[src/rtl/foo_result_buffer_pkg.sv]
// Shared constants and helpers for the foo result buffer.
// Imported by the credit counter and the buffer top.
package foo_result_buffer_pkg;

    localparam int DEF_DATA_WIDTH = 32;
    localparam int DEF_DEPTH      = 4;
    localparam int FOO_LATENCY    = 1;

    function automatic int count_w(input int depth);
        return $clog2(depth + 1);
    endfunction

endpackage

[src/rtl/foo_credit_counter.sv]
// Occupancy and in-flight accounting for the foo result buffer.
// Credits are derived from registered counts only.
module foo_credit_counter
    import foo_result_buffer_pkg::*;
#(
    parameter int DEPTH = DEF_DEPTH,
    localparam int CW = count_w(DEPTH)
) (
    input  logic          clk,
    input  logic          rst,
    input  logic          issue,
    input  logic          pipe_valid,
    input  logic          push,
    input  logic          pop,
    output logic          issue_ready,
    output logic [CW-1:0] occ,
    output logic [CW-1:0] inflight
);

    logic [CW-1:0] occ_nxt;
    logic [CW-1:0] inflight_nxt;
    logic [CW:0]   credit_sum;
    logic          issue_acc;

    assign credit_sum  = {1'b0, occ} + {1'b0, inflight};
    assign issue_ready = credit_sum < (CW + 1)'(DEPTH);
    assign issue_acc   = issue & issue_ready;

    always_comb begin
        inflight_nxt = inflight;
        // A returning result with nothing in flight is an error; clamp at 0.
        if (issue_acc && !pipe_valid) begin
            inflight_nxt = inflight + CW'(1);
        end else if (!issue_acc && pipe_valid && inflight != '0) begin
            inflight_nxt = inflight - CW'(1);
        end
    end

    always_comb begin
        occ_nxt = occ;
        case ({push, pop})
            2'b10:   occ_nxt = occ + CW'(1);
            2'b01:   occ_nxt = occ - CW'(1);
            default: occ_nxt = occ;
        endcase
    end

    always_ff @(posedge clk or posedge rst) begin
        if (rst) begin
            occ      <= '0;
            inflight <= '0;
        end else begin
            occ      <= occ_nxt;
            inflight <= inflight_nxt;
        end
    end

endmodule

[src/rtl/foo_result_buffer.sv]
// Captures foo results into a small FIFO and hands them on over ready/valid.
// Issues credits upstream so foo never produces a result without a slot.
module foo_result_buffer
    import foo_result_buffer_pkg::*;
#(
    parameter int DATA_WIDTH = DEF_DATA_WIDTH,
    parameter int DEPTH      = DEF_DEPTH
) (
    input  logic                  clk,
    input  logic                  rst,
    input  logic                  issue,
    output logic                  issue_ready,
    input  logic [DATA_WIDTH-1:0] pipe_data,
    input  logic                  pipe_valid,
    output logic [DATA_WIDTH-1:0] out_data,
    output logic                  out_valid,
    input  logic                  out_ready,
    output logic                  err_overflow,
    output logic                  err_underflow
);

    localparam int PW = $clog2(DEPTH);
    localparam int CW = count_w(DEPTH);

    if (DEPTH < 2 || DEPTH < FOO_LATENCY + 1) begin : g_bad_depth
        $error("foo_result_buffer: DEPTH too small for foo latency");
    end

    logic [DATA_WIDTH-1:0] mem [DEPTH];
    logic [PW-1:0]         wptr;
    logic [PW-1:0]         rptr;
    logic [CW-1:0]         occ;
    logic [CW-1:0]         inflight;
    logic                  occ_full;
    logic                  push;
    logic                  pop;

    assign occ_full  = occ == CW'(DEPTH);
    assign out_valid = occ != '0;
    assign pop       = out_valid & out_ready;
    // A pop in the same cycle frees the slot, so a full buffer still accepts.
    assign push      = pipe_valid & (~occ_full | pop);
    assign out_data  = mem[rptr];

    foo_credit_counter #(
        .DEPTH(DEPTH)
    ) u_credit (
        .clk        (clk),
        .rst        (rst),
        .issue      (issue),
        .pipe_valid (pipe_valid),
        .push       (push),
        .pop        (pop),
        .issue_ready(issue_ready),
        .occ        (occ),
        .inflight   (inflight)
    );

    function automatic logic [PW-1:0] ptr_inc(input logic [PW-1:0] p);
        return (p == PW'(DEPTH - 1)) ? '0 : p + PW'(1);
    endfunction

    always_ff @(posedge clk) begin
        if (push) begin
            mem[wptr] <= pipe_data;
        end
    end

    always_ff @(posedge clk or posedge rst) begin
        if (rst) begin
            wptr          <= '0;
            rptr          <= '0;
            err_overflow  <= 1'b0;
            err_underflow <= 1'b0;
        end else begin
            if (push) begin
                wptr <= ptr_inc(wptr);
            end
            if (pop) begin
                rptr <= ptr_inc(rptr);
            end
            if (pipe_valid && !push) begin
                err_overflow <= 1'b1;
            end
            if (pipe_valid && inflight == '0) begin
                err_underflow <= 1'b1;
            end
        end
    end

endmodule

[config.mk]
export PLATFORM = sky130hd
export DESIGN_NAME = foo_result_buffer
export DESIGN_NICKNAME = d
export VERILOG_FILES = /design/src/rtl/foo_result_buffer_pkg.sv /design/src/rtl/foo_credit_counter.sv /design/src/rtl/foo_result_buffer.sv
export SDC_FILE = /design/constraint.sdc
export NUM_CORES = 1
export LEC_CHECK = 0
export BUFFER_PORTS_ARGS = -buffer_cell sky130_fd_sc_hd__buf_2
export CAP_MARGIN = 30
export CORE_UTILIZATION = 51
export CTS_BUF_LIST = sky130_fd_sc_hd__clkbuf_16
export DETAILED_ROUTE_END_ITERATION = 8
export PLACE_DENSITY_LB_ADDON = 0.12
export SYNTH_ARGS = -nofsm -noshare
export SYNTH_HDL_FRONTEND = slang
export SYNTH_SLANG_ARGS = --single-unit
[constraint.sdc]
create_clock -name clk -period 4.9 [get_ports clk]
set_input_delay 0.245 -clock clk [delete_from_list [all_inputs] [get_ports clk]]
set_output_delay 0.245 -clock clk [all_outputs]
set_load 0.02 [all_outputs]
==> impl_metrics.csv <==
group,metric,value,unit
detailed_routing,route.detailed.drc,0,
sta,tightest_slew,0.879,ns
pwr,power.share.combinational,29.0,%
sta,final.period_utilization,50.6,%
sta,finalSetupViolations,0,
clock_tree,post_cts.repair.setup_buffers,0,
sta,clock_period_minus_final_worst_setup_slack,2.48,ns
synth,synth_cell_type_count,30,
job,reported_max_cap_violation_count,0,
finish,area_growth,20.8,%
finish,register_area,4150,um2
grt,overflow,0,
critical_path,criticalPathCategory,"register to primary output",
synth,postSynthNetCount,283,
place,place_worst_setup_slack,2.60,ns
clock_tree,cts_tree,"done",
synth,seq_area_frac_synth,77.2,%
pwr,power_frac_clock,30.2,%
place,dpl.hpwl,4890,um
detailed_routing,route.detailed.wl_per_inst,18.3,um
finish,filler_cell_count,740,
detailed_routing,via_per_inst,5.27,
pwr,netSwitchingPower,1290,uW
clock_tree,cts_made_buffers,17,
pwr,power_report.internal_total,2980,uW
run_status,run_status,"complete, no violations",
grt,antenna_violations_before_repair,0,
floorplanning,ios,73,
floorplanning,rows,37,
sta,fmaxAchievable,403,MHz
detailed_routing,dr_total_vias,2470,
synth,synth_warnings,0,
pwr,netSwitchingFraction,30.2,%
critical_path,critical_path.startpoint_type,"register",
grt,grt_first_pass_wirelength,13700,um
synth,synth-edff-count,128,
clock_tree,clock-sinks,140,
floorplanning,area_of_the_die,10900,um2
floorplanning,core_region_area,10300,um2
detailed_routing,ant_nets,0,
critical_path,critical_path_arrival,2.23,ns
grt,grt_max_degree,35,
grt,first_global_vias,2645,
sta,final_layout_setup_total_negative_slack,0,ns
floorplanning,fp.dieW,105,um
synth,yosys_register_bits,140,
sta,fin_worst_skew,0.00691,ns
place,io_buffer_count,72,
pwr,worst_vdd_ir,567,uV
sta,maxSlewViolCount,0,
sta,finalHoldViolCount,0,
synth,synth_top_cells_by_count,"sky130_fd_sc_hd__edfxtp_1 (128), sky130_fd_sc_hd__mux4_2 (32), sky130_fd_sc_hd__dfrtp_1 (12)",
synth,synthesis.area_per_instance,22.7,um2
clock_tree,clock_latency,0.41,ns
sta,rsz0062_at_grt,"false",
pwr,power_frac_seq,40.8,%
finish,diodes,0,
critical_path,cp.required,4.66,ns
critical_path,path_max_fanout,27,
detailed_routing,dr.first_iter.drc_count,134,
clock_tree,htreeDepth,4,
floorplanning,floorplan.initialDensity,52.2,%
finish,drive_gt1_share,43.2,%
finish,design.final.nets,367,
floorplanning,die_height,105,um
finish,multi_input_comb_area,1150,um2
synth,synthTopCellsByArea,"sky130_fd_sc_hd__edfxtp_1 (72%), sky130_fd_sc_hd__mux4_2 (13%), sky130_fd_sc_hd__dfrtp_1 (5.6%)",
synth,post-synth-top-area-fraction,71.6,%
clock_tree,cts.path.max_buffers,2,
synth,syn-instance-count,236,
sta,slew_headroom,41.4,%
clock_tree,clk_pin_slew,0.05,ns
synth,synthMostInstantiatedCell,"sky130_fd_sc_hd__edfxtp_1",
synth,synth_area_leader_cell,"sky130_fd_sc_hd__edfxtp_1",
synth,netlist_area_before_placement,5370,um2
critical_path,crit_end_category,"primary output",
clock_tree,cts_root_buf,"sky130_fd_sc_hd__clkbuf_16",
pwr,power.density,658,nW/um2
synth,yosys_most_used_dff,"sky130_fd_sc_hd__edfxtp_1",
grt,grtUsageTotal,17.5,%
min_path,hold_class,"primary input to register",
pwr,leakage,0.00234,uW
detailed_routing,drt_wl_total,8590,um
sta,post_route_worst_setup_slack,2.42,ns
detailed_routing,drt-pass1-iter-count,4,
synth,async_reset_ff_share,8.57,%
place,routabilityCongestion,0.705,
registers in the layout (all words and copies together) (netlist names):
signal / cells
wptr: 2
u_credit.occ: 3
mem: 128
err_underflow: 1
rptr: 2
u_credit.inflight: 3
err_overflow: 1
path summary, 6_finish.rpt:
| kind | endpoint | slack, ns | cells past startpoint | startpoint |
|---|---|---|---|---|
| min in group asynchronous | wptr[1]$_DFFE_PP0P_ | 0.41 | 3 | rst |
| worst min-delay path | mem[1][20]$_DFFE_PP_ | 0.06 | 1 | pipe_data[20] |
| worst max register to register | u_credit.inflight[2]$_DFFE_PP0P_ | 2.57 | 8 | u_credit.inflight[1]$_DFFE_PP0P_ |
| worst min register to register | err_underflow$_DFFE_PP0P_ | 0.45 | 1 | err_underflow$_DFFE_PP0P_ |
| max in group asynchronous | rptr[0]$_DFFE_PP0P_ | 4.13 | 3 | rst |
| worst max-delay path | out_data[11] | 2.42 | 3 | rptr[0]$_DFFE_PP0P_ |
power by group through the flow:
stage / clock, uW / sequential [uW] / combinational [uW]
global placement: 0 / 1760 / 1250
floorplan: 0 / 1680 / 974
global route: 1370 / 1780 / 1330
detailed placement: 0 / 1770 / 1260
CTS: 1310 / 1750 / 1260
finish: 1290 / 1740 / 1240
layout by cell type (no fill, tap or decap), types with 3 or more instances in the layout:
master,count
sky130_fd_sc_hd__nand2_1,3
sky130_fd_sc_hd__clkinvlp_4,4
sky130_fd_sc_hd__a21o_1,3
sky130_fd_sc_hd__dfrtp_1,10
sky130_fd_sc_hd__clkbuf_16,17
sky130_fd_sc_hd__clkinv_1,5
sky130_fd_sc_hd__inv_1,8
sky130_fd_sc_hd__ha_1,8
sky130_fd_sc_hd__xnor2_1,3
sky130_fd_sc_hd__bufinv_16,4
sky130_fd_sc_hd__edfxtp_1,128
sky130_fd_sc_hd__and2_2,4
sky130_fd_sc_hd__buf_2,72
sky130_fd_sc_hd__mux4_2,32
kinds of logic (layout without fill, tap and decap cells):
family          after synthesis  count (layout)  synth area share (%)
xor+xnor                      5               5                 0.816
mux                          37              37                  14.6
simple gates                 22              22                  2.82
compound gates                5               5                 0.606
fa+ha+maj                    10              10                  2.61
buf+inv                      17             114                  1.35
flops                       140             140                  77.2
per-layer routing:
metal	part of all wire [%]	vias up	wire length [um]	global-route usage, %
li1	-	1124	-	-
met1	44	1277	3810	23.3
met2	50	62	4300	27.0
met3	4.8	7	410	5.80
met4	0.86	0	74	6.84
met5	0	-	0	0
layout make-up:
type / instances / area share, %
flip-flops and latches: 140 / 64.0
multi-input cells: 79 / 17.8
clock buffers: 17 / 6.56
repair buffers: 74 / 5.83
clock inverters: 15 / 2.76
well taps: 136 / 2.62
inverters: 8 / 0.463
per-stage QoR:
stage | utilization, % | total power [uW] | area [um2] | hold slack (ns) | instances
final | 63.1 | 4260 | 6480 | 0.0556 | 469
after global routing | 63.1 | 4470 | 6480 | 0.0361 | 469
after CTS | 63.1 | 4330 | 6480 | 0.0421 | 469
after detailed placement | 57.1 | 3030 | 5870 | 0.299 | 436
after global placement | 57.1 | 3010 | 5870 | 0.290 | 436
after floorplan | - | 2650 | 5370 | 0.110 | 236
critical path, stage by stage, from the launching register on:
cell and delay [ns]:
sky130_fd_sc_hd__dfrtp_2 0.51, sky130_fd_sc_hd__buf_4 0.53, sky130_fd_sc_hd__mux4_2 0.60, sky130_fd_sc_hd__buf_2 0.18
what timing repair did:
action | in CTS | in global routing
hold endpoints to repair | 12 | 0
hold buffers | 1 | 0
resized for setup | 0 | 0
Power figures use the tool's default switching activity.
